### config.mk
export PLATFORM = sky130hd
export DESIGN_NAME = pht_port_scheduler
export DESIGN_NICKNAME = d
export VERILOG_FILES = /design/src/rtl/mips_core_pkg.sv /design/src/rtl/pht_fb_fifo.sv /design/src/rtl/pht_port_scheduler.sv
export SDC_FILE = /design/constraint.sdc
export NUM_CORES = 1
export LEC_CHECK = 0
export ABC_AREA = 1
export CORE_ASPECT_RATIO = 0.8
export CORE_MARGIN = 4
export CORE_UTILIZATION = 50
export DETAILED_ROUTE_END_ITERATION = 16
export GPL_TIMING_DRIVEN = 0
export PLACE_DENSITY = 0.91
export SYNTH_ARGS = -nofsm -noshare
export SYNTH_HDL_FRONTEND = slang
export SYNTH_SLANG_ARGS = --single-unit
### constraint.sdc
create_clock -name clk -period 2.95 [get_ports clk]
set_input_delay 0.59 -clock clk [delete_from_list [all_inputs] [get_ports clk]]
set_output_delay 0.59 -clock clk [all_outputs]
set_load 0.1 [all_outputs]
### src/rtl/mips_core_pkg.sv
// Shared core types: branch outcome encoding and PHT port scheduler states.
// The PHT holds 2-bit saturating counters, weakly not-taken after clear.
package mips_core_pkg;

    typedef enum logic {
        NOT_TAKEN = 1'b0,
        TAKEN     = 1'b1
    } BranchOutcome;

    typedef enum logic [1:0] {
        INIT,
        IDLE,
        RD,
        WR
    } PhtState;

    localparam logic [1:0] PHT_INIT_VALUE = 2'b01;

endpackage

### src/rtl/pht_fb_fifo.sv
// Synchronous FIFO for queued PHT feedback updates.
// A push into a full FIFO is accepted only when a pop happens the same cycle.
module pht_fb_fifo #(
    parameter  int WIDTH = 9,
    parameter  int DEPTH = 4,
    localparam int AW    = $clog2(DEPTH)
) (
    input  logic             clk,
    input  logic             rst,
    input  logic             push_i,
    input  logic             pop_i,
    input  logic [WIDTH-1:0] data_i,
    output logic [WIDTH-1:0] data_o,
    output logic             full_o,
    output logic             empty_o,
    output logic [AW:0]      count_o
);

    localparam logic [AW:0] FULL_CNT = (AW+1)'(DEPTH);

    logic [WIDTH-1:0] mem_q [DEPTH];
    logic [AW-1:0]    wr_ptr_q;
    logic [AW-1:0]    rd_ptr_q;
    logic [AW:0]      count_q;
    logic             do_push;
    logic             do_pop;

    assign empty_o = (count_q == '0);
    assign full_o  = (count_q == FULL_CNT);
    assign count_o = count_q;
    assign data_o  = mem_q[rd_ptr_q];
    assign do_pop  = pop_i && !empty_o;
    assign do_push = push_i && (!full_o || do_pop);

    always_ff @(posedge clk) begin
        if (do_push) begin
            mem_q[wr_ptr_q] <= data_i;
        end
    end

    always_ff @(posedge clk) begin
        if (rst) begin
            wr_ptr_q <= '0;
            rd_ptr_q <= '0;
            count_q  <= '0;
        end else begin
            if (do_push) begin
                wr_ptr_q <= wr_ptr_q + 1'b1;
            end
            if (do_pop) begin
                rd_ptr_q <= rd_ptr_q + 1'b1;
            end
            if (do_push && !do_pop) begin
                count_q <= count_q + 1'b1;
            end else if (!do_push && do_pop) begin
                count_q <= count_q - 1'b1;
            end
        end
    end

endmodule

### src/rtl/pht_port_scheduler.sv
// Shares one PHT SRAM port between lookups (always win) and queued
// feedback read-modify-writes; clears the table after reset.
module pht_port_scheduler
    import mips_core_pkg::*;
#(
    parameter  int ADDR_WIDTH = 32,
    parameter  int INDEX_BITS = 8,
    parameter  int FIFO_DEPTH = 4,
    localparam int CW         = $clog2(FIFO_DEPTH) + 1
) (
    input  logic                  clk,
    input  logic                  rst,
    input  logic                  i_req_valid,
    input  logic [ADDR_WIDTH-1:0] i_req_pc,
    output logic                  o_pred_valid,
    output BranchOutcome          o_pred,
    input  logic                  i_fb_valid,
    input  logic [ADDR_WIDTH-1:0] i_fb_pc,
    input  BranchOutcome          i_fb_outcome,
    output logic                  o_mem_en,
    output logic                  o_mem_we,
    output logic [INDEX_BITS-1:0] o_mem_addr,
    output logic [1:0]            o_mem_wdata,
    input  logic [1:0]            i_mem_rdata,
    output logic                  o_init_busy,
    output logic [CW-1:0]         o_fifo_count,
    output logic [15:0]           o_drop_count
);

    function automatic logic [1:0] sat_update(logic [1:0] ctr, BranchOutcome o);
        if (o == TAKEN) begin
            return (ctr == 2'b11) ? ctr : ctr + 2'd1;
        end
        return (ctr == 2'b00) ? ctr : ctr - 2'd1;
    endfunction

    PhtState               state_q, state_d;
    logic [INDEX_BITS-1:0] init_idx_q, init_idx_d;
    logic [1:0]            new_val_q, new_val_d;
    logic                  pred_valid_q;
    logic                  pred_rd_q;
    logic [15:0]           drop_q;

    logic [INDEX_BITS-1:0] req_idx;
    logic [INDEX_BITS-1:0] head_idx;
    logic [INDEX_BITS:0]   head;
    BranchOutcome          head_out;
    logic                  fifo_pop;
    logic                  fifo_full;
    logic                  fifo_empty;
    logic                  unused_pc_bits;

    assign req_idx  = i_req_pc[INDEX_BITS+1:2];
    assign head_idx = head[INDEX_BITS:1];
    assign head_out = BranchOutcome'(head[0]);

    assign unused_pc_bits = ^{i_req_pc[ADDR_WIDTH-1:INDEX_BITS+2], i_req_pc[1:0],
                              i_fb_pc[ADDR_WIDTH-1:INDEX_BITS+2], i_fb_pc[1:0]};

    pht_fb_fifo #(
        .WIDTH (INDEX_BITS + 1),
        .DEPTH (FIFO_DEPTH)
    ) u_fifo (
        .clk     (clk),
        .rst     (rst),
        .push_i  (i_fb_valid),
        .pop_i   (fifo_pop),
        .data_i  ({i_fb_pc[INDEX_BITS+1:2], i_fb_outcome}),
        .data_o  (head),
        .full_o  (fifo_full),
        .empty_o (fifo_empty),
        .count_o (o_fifo_count)
    );

    always_comb begin
        state_d     = state_q;
        init_idx_d  = init_idx_q;
        new_val_d   = new_val_q;
        fifo_pop    = 1'b0;
        o_mem_en    = 1'b0;
        o_mem_we    = 1'b0;
        o_mem_addr  = '0;
        o_mem_wdata = '0;
        unique case (state_q)
            INIT: begin
                o_mem_en    = 1'b1;
                o_mem_we    = 1'b1;
                o_mem_addr  = init_idx_q;
                o_mem_wdata = PHT_INIT_VALUE;
                init_idx_d  = init_idx_q + 1'b1;
                if (&init_idx_q) begin
                    state_d = IDLE;
                end
            end
            IDLE: begin
                if (i_req_valid) begin
                    o_mem_en   = 1'b1;
                    o_mem_addr = req_idx;
                end else if (!fifo_empty) begin
                    o_mem_en   = 1'b1;
                    o_mem_addr = head_idx;
                    state_d    = RD;
                end
            end
            RD: begin
                new_val_d = sat_update(i_mem_rdata, head_out);
                state_d   = WR;
                if (i_req_valid) begin
                    o_mem_en   = 1'b1;
                    o_mem_addr = req_idx;
                end
            end
            WR: begin
                // A lookup bumps the write; the latched value is retried
                if (i_req_valid) begin
                    o_mem_en   = 1'b1;
                    o_mem_addr = req_idx;
                end else begin
                    o_mem_en    = 1'b1;
                    o_mem_we    = 1'b1;
                    o_mem_addr  = head_idx;
                    o_mem_wdata = new_val_q;
                    fifo_pop    = 1'b1;
                    state_d     = IDLE;
                end
            end
            default: state_d = INIT;
        endcase
    end

    always_ff @(posedge clk) begin
        if (rst) begin
            state_q      <= INIT;
            init_idx_q   <= '0;
            new_val_q    <= PHT_INIT_VALUE;
            pred_valid_q <= 1'b0;
            pred_rd_q    <= 1'b0;
            drop_q       <= '0;
        end else begin
            state_q      <= state_d;
            init_idx_q   <= init_idx_d;
            new_val_q    <= new_val_d;
            pred_valid_q <= i_req_valid;
            pred_rd_q    <= i_req_valid && (state_q != INIT);
            if (i_fb_valid && fifo_full && !fifo_pop && (drop_q != 16'hFFFF)) begin
                drop_q <= drop_q + 16'd1;
            end
        end
    end

    assign o_pred_valid = pred_valid_q;
    assign o_pred       = (pred_valid_q && pred_rd_q && i_mem_rdata[1]) ? TAKEN : NOT_TAKEN;
    assign o_init_busy  = (state_q == INIT);
    assign o_drop_count = drop_q;

endmodule

-- Word-level counts from Yosys, hierarchy flattened
Memories as Yosys holds them, arrays and structs flattened. A register that Yosys moved wholly into a read port is not among the register bits.
Index checks and enable logic that the tools add are counted.
- mux-type cells: 32
- reduce and logical (&&, ||, !) cells: 24
- equality and inequality tests: 10
- add/subtract/negate cells: 8
- operators by type and width (cell ; number):
    2-to-1 mux 8 bit ; 4
    one-hot mux 8 bit (4 select lines) ; 1
    2-to-1 mux 2 bit ; 11
    adder 16 x 1 -> 16 bit, second input constant ; 1
    inequality test 16 bit, second input constant ; 1
    logical AND 1 bit ; 10
    2-to-1 mux 1 bit ; 10
    adder 8 x 1 -> 8 bit, second input constant ; 1
    one-hot mux 2 bit (4 select lines) ; 1
    AND reduction 8 bit ; 1
    adder 2 x 1 -> 2 bit, second input constant ; 3
    equality test 2 bit, second input constant ; 3
    2-to-1 mux 3 bit ; 2
    inequality test 2 bit, second input constant ; 3
    zero test 1 bit ; 5
    zero test 2 bit ; 2
    one-hot mux 2 bit (2 select lines) ; 1
    AND reduction 4 bit ; 1
    nonzero test 2 bit ; 2
    adder 3 x 1 -> 3 bit, second input constant ; 1
    equality test 3 bit, second input constant ; 1
    zero test 3 bit ; 1
    one-hot mux 1 bit (3 select lines) ; 1
    subtractor 3 x 1 -> 3 bit, second input constant ; 1
    other kinds (6) ; 6
- word-level logic and storage cells: 84
- flip-flop bits (word level): 37
- RAM bits: 36
- output and inout port bits: 34
- bits of input ports: 71
- memories kept: 1
- memories (name ; depth ; bits a word ; rd ports ; clocked after memory_dff ; write ports ; RTL line ; RTL):
    u_fifo.mem_q ; 4 ; 9 ; 1 ; 1 ; 1 ; pht_fb_fifo.sv:21 ; logic [WIDTH-1:0] mem_q [DEPTH];

-- Logic depth before layout (Yosys ltp)
Gate-level depths: netlist of the first run.
- depth after elaboration: 9
- gate-level depth with buffers: 12
- gate-level depth less buffers: 12

-- Cells and area by module
A second synthesis of the first run with hierarchy kept.
- cells, all modules: 454
- area total of the unflattened synthesis: 3737.3 um^2
- by module, submodules not included (module ; cells an instance ; instances ; seq. area each (um^2) ; area an instance (um^2)):
    pht_fb_fifo ; 158 ; 1 ; 1261.2 ; 1869.3
    pht_port_scheduler ; 296 ; 1 ; 600.6 ; 1868.0

-- Worst setup path before layout of the first run
Ideal clock, no wire load.
- kind: register -> output
- start: register state_q[0]
- end: output o_mem_wdata[0]
- data arrival time: 4.099 ns
- data required time: 2.360 ns
- path slack: -1.739 ns
- buffers on the path: 1
- cell stages (with the launch flop): 7
- path through: dfxtp_1 -> inv_1 -> ha_1 -> buf_2 -> inv_1 -> a21oi_1 -> o21a_1
- word-level cells in the longest chain between the ends: 2
- elaborated cells on any way between the ends: 3
- classes of those cells: eq/ne: 1; mux: 1; reduce/logical: 1
- ends and longest elaborated chain (item ; RTL line ; RTL):
    start, declared ; pht_port_scheduler.sv:37 ; PhtState state_q, state_d;
    start signal, assigned ; pht_port_scheduler.sv:140 ; state_q <= state_d;
    zero test 2 bit ; -- ;
    named net o_init_busy ; pht_port_scheduler.sv:25 ; output logic o_init_busy,
    one-hot mux 2 bit (2 select lines) ; pht_port_scheduler.sv:84 ; unique case (state_q)
    end, declared ; pht_port_scheduler.sv:23 ; output logic [1:0] o_mem_wdata,
The timed path passes the listed nets, and every way through them passes these cells.

-- Worst setup path in the final report of the first run
- start: input i_req_valid
- end: output o_mem_addr[2]
- word-level cells in the longest chain between the ends: 2
- elaborated cells on any way between the ends: 4
- classes of those cells: mux: 4
- ends and longest elaborated chain (item ; RTL line ; RTL):
    start, declared ; pht_port_scheduler.sv:13 ; input logic i_req_valid,
    2-to-1 mux 8 bit, on equally long branches ; pht_port_scheduler.sv:115, pht_port_scheduler.sv:96, pht_port_scheduler.sv:108 ;
    one-hot mux 8 bit (4 select lines) (*) ; pht_port_scheduler.sv:84 ;
    end, declared ; pht_port_scheduler.sv:22 ; output logic [INDEX_BITS-1:0] o_mem_addr,
Every way passes the cells marked *; elsewhere a longest branch is shown, timed or not.

==> impl_metrics.ini, run 1 <==
[outcome]
status = complete, no violations

[routing]
antenna_left = 0
drtIter0Drc = 388
vias = 3439
first_pass_iters = 7
drc = 0
wl_per_cell_um = 15.4
viasPerCell = 5.56
drt_wl_total_um = 9520

[power]
p_comb_share_pct = 39.4
seqPwrFrac_pct = 37.1
leakage_nw = 1.79
power.internal_mw = 1.89
power_density_nw_per_um2 = 735
switching_power_mw = 1.48
ir_drop_v = 0.000568
p_sw_share_pct = 44.0
clockPowerShare_pct = 23.4

[worst_hold_path]
min_from = u_fifo.rd_ptr_q[1]
holdCritPathClass = flip-flop to flip-flop
hold_depth = 2

[global_route]
antenna_found_initial = 0
grt_pass1_wl_um = 15900
grt_pass1_vias = 3374
grt_util_all_layers_pct = 22.3
grt_overflow_total = 0
grt_start_max_net_pins = 15

[floorplan]
die_area_um2 = 8880
pin_count = 105
core.rowCount = 27
initial_utilization_pct = 52.6
fp.dieH_um = 85.1
core-area_um2 = 7060
fp.dieW_um = 104

[cells_and_area]
seqCellArea_um2 = 1870
antenna-diode-count = 0
fin_util_pct = 65.1
syn2layout_area_growth_pct = 23.8
nNetsFinal = 611
num-fill-cells = 500
drive_gt1_share_pct = 13.0
multi_input_area_um2 = 1660

[clock_network]
clock-sinks = 75
cts_made_buffers = 9
cts_tree = yes
clock_latency_ps = 350
htreeDepth = 3
clk_pin_slew_ps = 80
ctsLongestPathBuffers = 2
cts_root_buf = clkbuf_8
cts_hold_buffers = 0

[yosys]
synth_area_leaders = edfxtp_1, dfxtp_1, nand2_1
avgSynthCellArea_um2 = 8.07
syn-instance-count = 460
ys_types = 29
yosysTopAreaCell = edfxtp_1
ys_warn_count = 0
netlist.area_leader.share_pct = 29.1
synth_fp_nets = 544
seq_area_frac_synth_pct = 50.1
syn_area_um2 = 3710
ys_ff_latch = 75

[timing]
tns_ps = 0
rsz0062_at_grt = no
hold_violations = 0
finalMaxSlewViolations = 0
maxSlewHeadroom_pct = 32.8
finalCriticalPeriod_ps = 2860
setup_viol = 0
fin_worst_skew_ps = 9.18
worst_slew_pin_slew_ps = 1010
period_share_pct = 96.9
fmaxAchievable_mhz = 350

[job]
max_cap_violations = 0

[setup_path]
critPathRequiredTime_ps = 2360
endpoint_kind = primary output
cp.arrival_ps = 2270
crit_path_start = i_req_valid
slowest_delay_ps = 570
crit_top_cell = buf_4
cp_max_fo = 8
critPathKind = input port to primary output
cp-start-kind = input port
crit_path_cell_trace = clkdlybuf4s50_1 > o21ai_0 > a21oi_2 > buf_4 > nand2_1 > o21ai_4 > buf_4
r2r_cells = 12
r2r_start = state_q[0]
critPathSlowestCell = clkdlybuf4s50_1

[placement]
io_buffers = 55
gp_congestion = 0.885
dp_hpwl_um = 6570
[cells by family after synthesis]
kind of cell | after synthesis | share of synthesized area [%]
DFF | 75 | 50.1
AOI/OAI and AO/OA | 58 | 9.20
adders and majority gates | 13 | 4.58
xor gates and xnor gates | 7 | 1.65
buffers and inverters | 56 | 6.33
and+or+nand+nor | 251 | 28.1
[layout by cell type (no fill, tap or decap), types with 2 or more instances in the layout]
cell	count
nand2_2	2
clkbuf_4	5
clkinv_1	3
clkbuf_2	2
xnor2_1	3
ha_1	11
inv_6	2
edfxtp_1	36
clkinvlp_4	2
dfxtp_1	36
nand2_1	143
buf_2	6
nor2_1	49
xor2_1	4
clkbuf_8	9
buf_6	2
nand4_1	7
buf_4	6
inv_1	40
nor2_2	4
nor3_1	4
a21oi_1	19
nand3_1	40
clkbuf_1	4
clkdlybuf4s50_1	42
o21ai_0	16
dfxtp_2	3
o21ai_2	5
a21oi_2	11
[flip-flops by register name, indices dropped and copies added (netlist names), named ones only]
signal	cells
u_fifo.rd_ptr_q	2
new_val_q	2
pred_rd_q	1
o_pred_valid	1
o_drop_count	16
init_idx_q	8
u_fifo.count_o	3
u_fifo.wr_ptr_q	2
state_q	2
u_fifo.mem_q	36
[per-stage QoR]
step                      hold WS [ps]  cells  instance area, µm²  power (mW)  setup WS [ps]
final                              478    619                4600        3.38           90.1
after global routing               506    619                4600        3.52           42.2
after CTS                          481    618                4590        3.36           1.31
after detailed placement           468    602                4420        2.60           -957
after global placement             452    602                4420        2.57           -883
after floorplan                    436    460                3760        2.28           -281
[Yosys cell counts (all sizes together)]
cell / instances
fa: 1
inv: 41
clkbuf: 5
nand2: 145
ha: 12
edfxtp: 36
o21ai: 23
clkinv: 2
xor2: 4
buf: 8
o211ai: 1
nor3: 5
nand4: 7
a21oi: 31
xnor2: 3
nand3: 40
dfxtp: 39
o21a: 2
a22oi: 1
nor2: 54
[layout make-up]
cell class | instances | share of cell area, %
inverters | 43 | 3.51
repair buffers | 56 | 11.4
flip-flops and latches | 75 | 40.6
clock buffers | 9 | 2.69
plain buffers | 13 | 1.63
multi-input cells | 329 | 36.1
well taps | 87 | 2.37
clock inverters | 7 | 1.63
[what timing repair did]
item	in CTS	in global routing
resized for setup	59	9
setup buffers	0	1
setup endpoints to repair	13	11
pin swaps	0	1
gates cloned	0	0
[layer usage]
metal | vias up | global-route usage, % | share of wire, %
met5 | - | 0 | 0
met4 | 0 | 8.33 | 2.2
met3 | 24 | 4.94 | 9.5
met2 | 182 | 38.6 | 51
met1 | 1594 | 27.5 | 38
li1 | 1639 | - | -
[path summary, 6_finish.rpt]
kind | endpoint | slack [ps]
setup / recovery | o_mem_addr[2] | 90
hold / removal | flip-flop | 480
setup reg to reg | u_fifo.count_o[2] | 630
hold reg to reg | flip-flop | 480
[power groups by stage]
| stage | combinational, mW | sequential [mW] | clock [mW] |
|---|---|---|---|
| 2_1_floorplan | 0.918 | 1.36 | 0 |
| 3_3_place_gp | 1.30 | 1.27 | 0 |
| 5_1_grt | 1.41 | 1.27 | 0.845 |
| 4_1_cts | 1.31 | 1.25 | 0.792 |
| 6_report | 1.33 | 1.25 | 0.791 |
| 3_5_place_dp | 1.33 | 1.28 | 0 |
[worst max-delay path: cells and delay by family]
family                 cells  cell delay (ps)
buffers and inverters      3             1060
AND/OR/NAND/NOR            1              110
AO/OA/AOI/OAI              3              510
Power figures use the tool's default switching activity.
==> inputs of run 2 (changes only) <==
CAP_MARGIN = 15   (was default)
CORE_MARGIN = 2   (was 4)
==> run 2 against run 1 <==
Effect of this change: register-to-register slack worse by 70 ps; critical path type unchanged; die area is 8.4% lower; fmax fell by 1.3%; wire length down 3.3%; sequential power barely moved; cell area barely moved.
==> impl_metrics.ini, run 2 (same netlist as run 1, synthesis figures left out) <==
[outcome]
status = complete, no violations

[setup_path]
endpoint_kind = primary output
r2r_start = state_q[0]
cp.arrival_ps = 2310
cp_max_fo = 6
worstReg2RegEnd = u_fifo.count_o[2]
critPathKind = input port to primary output
r2r_cells = 12
crit_path_start = i_req_valid
r2r_slack_ps = 560
cp-start-kind = input port
endpoint = o_mem_wdata[1]
critPathRequiredTime_ps = 2360

[clock_network]
clock_latency_ps = 350
clk_pin_slew_ps = 70
cts_tree = yes
htreeDepth = 3
ctsLongestPathBuffers = 2
cts_root_buf = clkbuf_8
clock-sinks = 75
cts_made_buffers = 9

[global_route]
antenna_found_initial = 0
grt_overflow_total = 0
grt_start_max_net_pins = 15
grt_pass1_vias = 3244
grt_util_all_layers_pct = 23.6
grt_pass1_wl_um = 15000

[timing]
fmaxAchievable_mhz = 345
rsz0062_at_grt = no
period_share_pct = 98.3
finalMaxSlewViolations = 0
hold_violations = 0
holdWs_ps = 479
worst_slew_pin_slew_ps = 1020
maxSlewHeadroom_pct = 31.9
fin_worst_skew_ps = 9.09
finalCriticalPeriod_ps = 2900
setup_viol = 0
fin_ws_ps = 51.5
tns_ps = 0

[cells_and_area]
largest_reg_flops = 36
layout_common_cells = nand2_1, nor2_1, clkdlybuf4s50_1
antenna-diode-count = 0
syn2layout_area_growth_pct = 23.7
layout_commonest_cell = nand2_1
fin_util_pct = 63.0
largest_register = u_fifo.mem_q
drive_gt1_share_pct = 12.6
nNetsFinal = 610

[routing]
drc = 0
viasPerCell = 5.49
drtIter0Drc = 275
first_pass_iters = 5
antenna_left = 0
wl_per_cell_um = 14.8
drt_wl_total_um = 9210
vias = 3409

[power]
ir_drop_v = 0.000472
fin_total_pwr_mw = 3.35
leakage_nw = 1.79
power_density_nw_per_um2 = 730

[floorplan]
die_area_um2 = 8140
initial_utilization_pct = 51.0
fp.dieW_um = 100
core.rowCount = 28
pin_count = 105
core-area_um2 = 7290
fp.dieH_um = 81.1

[placement]
place_ws_ps = -874
gp_congestion = 0.944
dp_hpwl_um = 6500
io_buffers = 55

[worst_hold_path]
holdCritPathClass = flip-flop to flip-flop
hold_depth = 2

[job]
max_cap_violations = 0
## run 2: how the worst min path moves through the flow
stage,from,endpoint,slack [ps]
after floorplan,u_fifo.rd_ptr_q[1],flip-flop,440
after global placement,u_fifo.rd_ptr_q[1],u_fifo.rd_ptr_q[1],450
after detailed placement,u_fifo.rd_ptr_q[1],flip-flop,470
after CTS,u_fifo.rd_ptr_q[1],u_fifo.rd_ptr_q[1],490
after global routing,u_fifo.rd_ptr_q[1],flip-flop,510
final,u_fifo.rd_ptr_q[1],u_fifo.rd_ptr_q[1],480
## run 2: final cells by class
| cell class | count | area [µm²] |
|---|---|---|
| fill | 560 | 2690 |
| sequential | 75 | 1870 |
| multi-input combinational | 329 | 1660 |
| timing repair buffer | 55 | 517 |
| inverter | 43 | 161 |
| clock buffer | 9 | 124 |
| tap | 90 | 113 |
| clock inverter | 7 | 76.3 |
| buffer | 13 | 75.1 |
## run 2: timing repair
action | 4_1_cts | 5_1_grt
endpoints found under the setup margin | 13 | 8
gates cloned | 0 | 0
resized for setup | 56 | 11
hold buffers | 0 | 0
buffers inserted | 0 | 0
## run 2: metrics by stage
step                cells  instance area, µm²
global placement      605                4420
finish                621                4590
CTS                   621                4600
floorplan             460                3760
global route          621                4590
detailed placement    605                4420
## run 2: worst max-delay path: stages
cell and delay, ps:
clkdlybuf4s50_1 470, inv_2 90, nand2_2 120, nor2_1 180, clkdlybuf4s15_1 850
## run 2: power by group
group          switching (mW)  leakage [nW]  internal, mW
Clock                   0.403        0.0974         0.395
Combinational            1.01          1.04         0.295
Sequential             0.0632         0.648          1.19
## run 2: routing by layer
| layer | GRT usage, % | vias to the layer above | part of all wire (%) |
|---|---|---|---|
| li1 | - | 1637 | - |
| met1 | 30.0 | 1612 | 42 |
| met2 | 40.1 | 135 | 50 |
| met3 | 3.18 | 25 | 5.9 |
| met4 | 11.2 | 0 | 2.4 |
| met5 | 0 | - | 0 |
==> inputs of run 3 (changes only) <==
ABC_CLOCK_PERIOD_IN_PS = 2950   (was default)
MAX_ROUTING_LAYER = met4   (was default)
==> run 3 against run 2 <==
Effect of this change: setup slack lost 26 ps; cell area is the same; die area is the same; power grew 1.4%; critical path depth is the same; hold slack lost 2.5 ps; sequential power is essentially flat; utilization is the same; register-to-register slack lost 50 ps.
==> impl_metrics.ini, run 3 (same netlist as run 1, synthesis figures left out) <==
[routing]
drt_wl_total_um = 9240
wl_met2_um = 4550
wl_met1_um = 3920
vias = 3451
routed-wl-met3_um = 555
top_layer = met4
viasPerCell = 5.56
first_pass_iters = 5
drc = 0
drtIter0Drc = 236
antenna_left = 0
wl_per_cell_um = 14.9

[placement]
place_ws_ps = -916
io_buffers = 55
dp_hpwl_um = 6550
dp_cells = 605
gp_congestion = 0.963

[cells_and_area]
largest_register = u_fifo.mem_q
num-fill-cells = 573
fin_util_pct = 63.0
drive_gt1_share_pct = 12.8
antenna-diode-count = 0
largest_reg_flops = 36
layout_common_cells = nand2_1, nor2_1, clkdlybuf4s50_1
nNetsFinal = 610
instances_no_fill = 621
seqCellArea_um2 = 1870
multi_input_area_um2 = 1660
layout_commonest_cell = nand2_1
syn2layout_area_growth_pct = 23.7

[floorplan]
fp.dieH_um = 81.1
core.rowCount = 28
initial_utilization_pct = 51.0
core-area_um2 = 7290
pin_count = 105
fp.dieW_um = 100
die_area_um2 = 8140

[timing]
worst_slew_pin_slew_ps = 1020
fin_ws_ps = 25.9
finalCriticalPeriod_ps = 2920
fmaxAchievable_mhz = 342
period_share_pct = 99.1
finalMaxSlewViolations = 0
fin_worst_skew_ps = 12.9
hold_violations = 0
maxSlewHeadroom_pct = 32.1
rsz0062_at_grt = no
setup_viol = 0

[setup_path]
critPathRequiredTime_ps = 2360
cp.arrival_ps = 2330
cp_max_fo = 6
cp-start-kind = input port
endpoint_kind = primary output
critPathKind = input port to primary output

[clock_network]
post_cts.repair.setup_buffers = 0
clock-sinks = 75
clock_latency_ps = 360
ctsLongestPathBuffers = 2
clk_pin_slew_ps = 80
htreeDepth = 3
cts_root_buf = clkbuf_8
cts_hold_buffers = 0
cts_made_buffers = 9
cts_tree = yes

[outcome]
status = complete, no violations

[job]
max_cap_violations = 0

[power]
fin_total_pwr_mw = 3.40
leakage_nw = 1.79
power_density_nw_per_um2 = 740
ir_drop_v = 0.000413

[global_route]
grt_pass1_wl_um = 14700
grt_util_all_layers_pct = 24.0
grt_pass1_vias = 3231
antenna_found_initial = 0
grt_start_max_net_pins = 16
grt_overflow_total = 0

[worst_hold_path]
holdCritPathClass = flip-flop to flip-flop
## run 3: worst max-delay path, stage by stage
cell and delay [ps]:
clkdlybuf4s50_1 480, inv_2 100, nand2_2 120, nor2_1 190, clkdlybuf4s15_1 850
## run 3: area by class of cell
cell class / count / area share [%]
inverters: 43 / 3.51
flip-flops and latches: 75 / 40.6
clock buffers: 9 / 2.70
clock inverters: 7 / 1.83
multi-input cells: 329 / 36.2
repair buffers: 55 / 11.1
plain buffers: 13 / 1.63
well taps: 90 / 2.45
## run 3: what timing repair did
item / in CTS / in global routing
gates resized for setup: 55 / 9
setup endpoints to repair: 13 / 8
cloned: 0 / 0
## run 3: path summary, 6_finish.rpt
check	startpoint	to	slack [ps]	depth (start not counted)
worst max-delay path	i_req_valid	o_mem_wdata[1]	30	5
worst min-delay path	u_fifo.rd_ptr_q[0]	u_fifo.rd_ptr_q[0]	480	1
worst max register to register	state_q[0]	u_fifo.count_o[2]	510	12
worst min register to register	u_fifo.rd_ptr_q[0]	u_fifo.rd_ptr_q[0]	480	1
## run 3: report_power, final
part / internal [mW] / switching (mW) / leakage [nW] / total [mW]
clock: 0.407 / 0.431 / 0.103 / 0.838
sequential: 1.19 / 0.0639 / 0.648 / 1.25
combinational: 0.289 / 1.02 / 1.04 / 1.31
total: 1.89 / 1.51 / 1.79 / 3.40
## run 3: through the flow
| step | TNS, ps | hold WS, ps | cell area [µm²] |
|---|---|---|---|
| finish | 0 | 477 | 4590 |
| global route | 0 | 504 | 4590 |
| CTS | 0 | 479 | 4590 |
| detailed placement | -8150 | 466 | 4420 |
| global placement | -7660 | 449 | 4420 |
| floorplan | -281 | 436 | 3760 |
## run 3: metal layers
| layer | global-route usage, % | vias up |
|---|---|---|
| li1 | - | 1646 |
| met1 | 29.4 | 1624 |
| met2 | 39.9 | 155 |
| met3 | 2.93 | 26 |
| met4 | 11.4 | 0 |
| met5 | - | - |
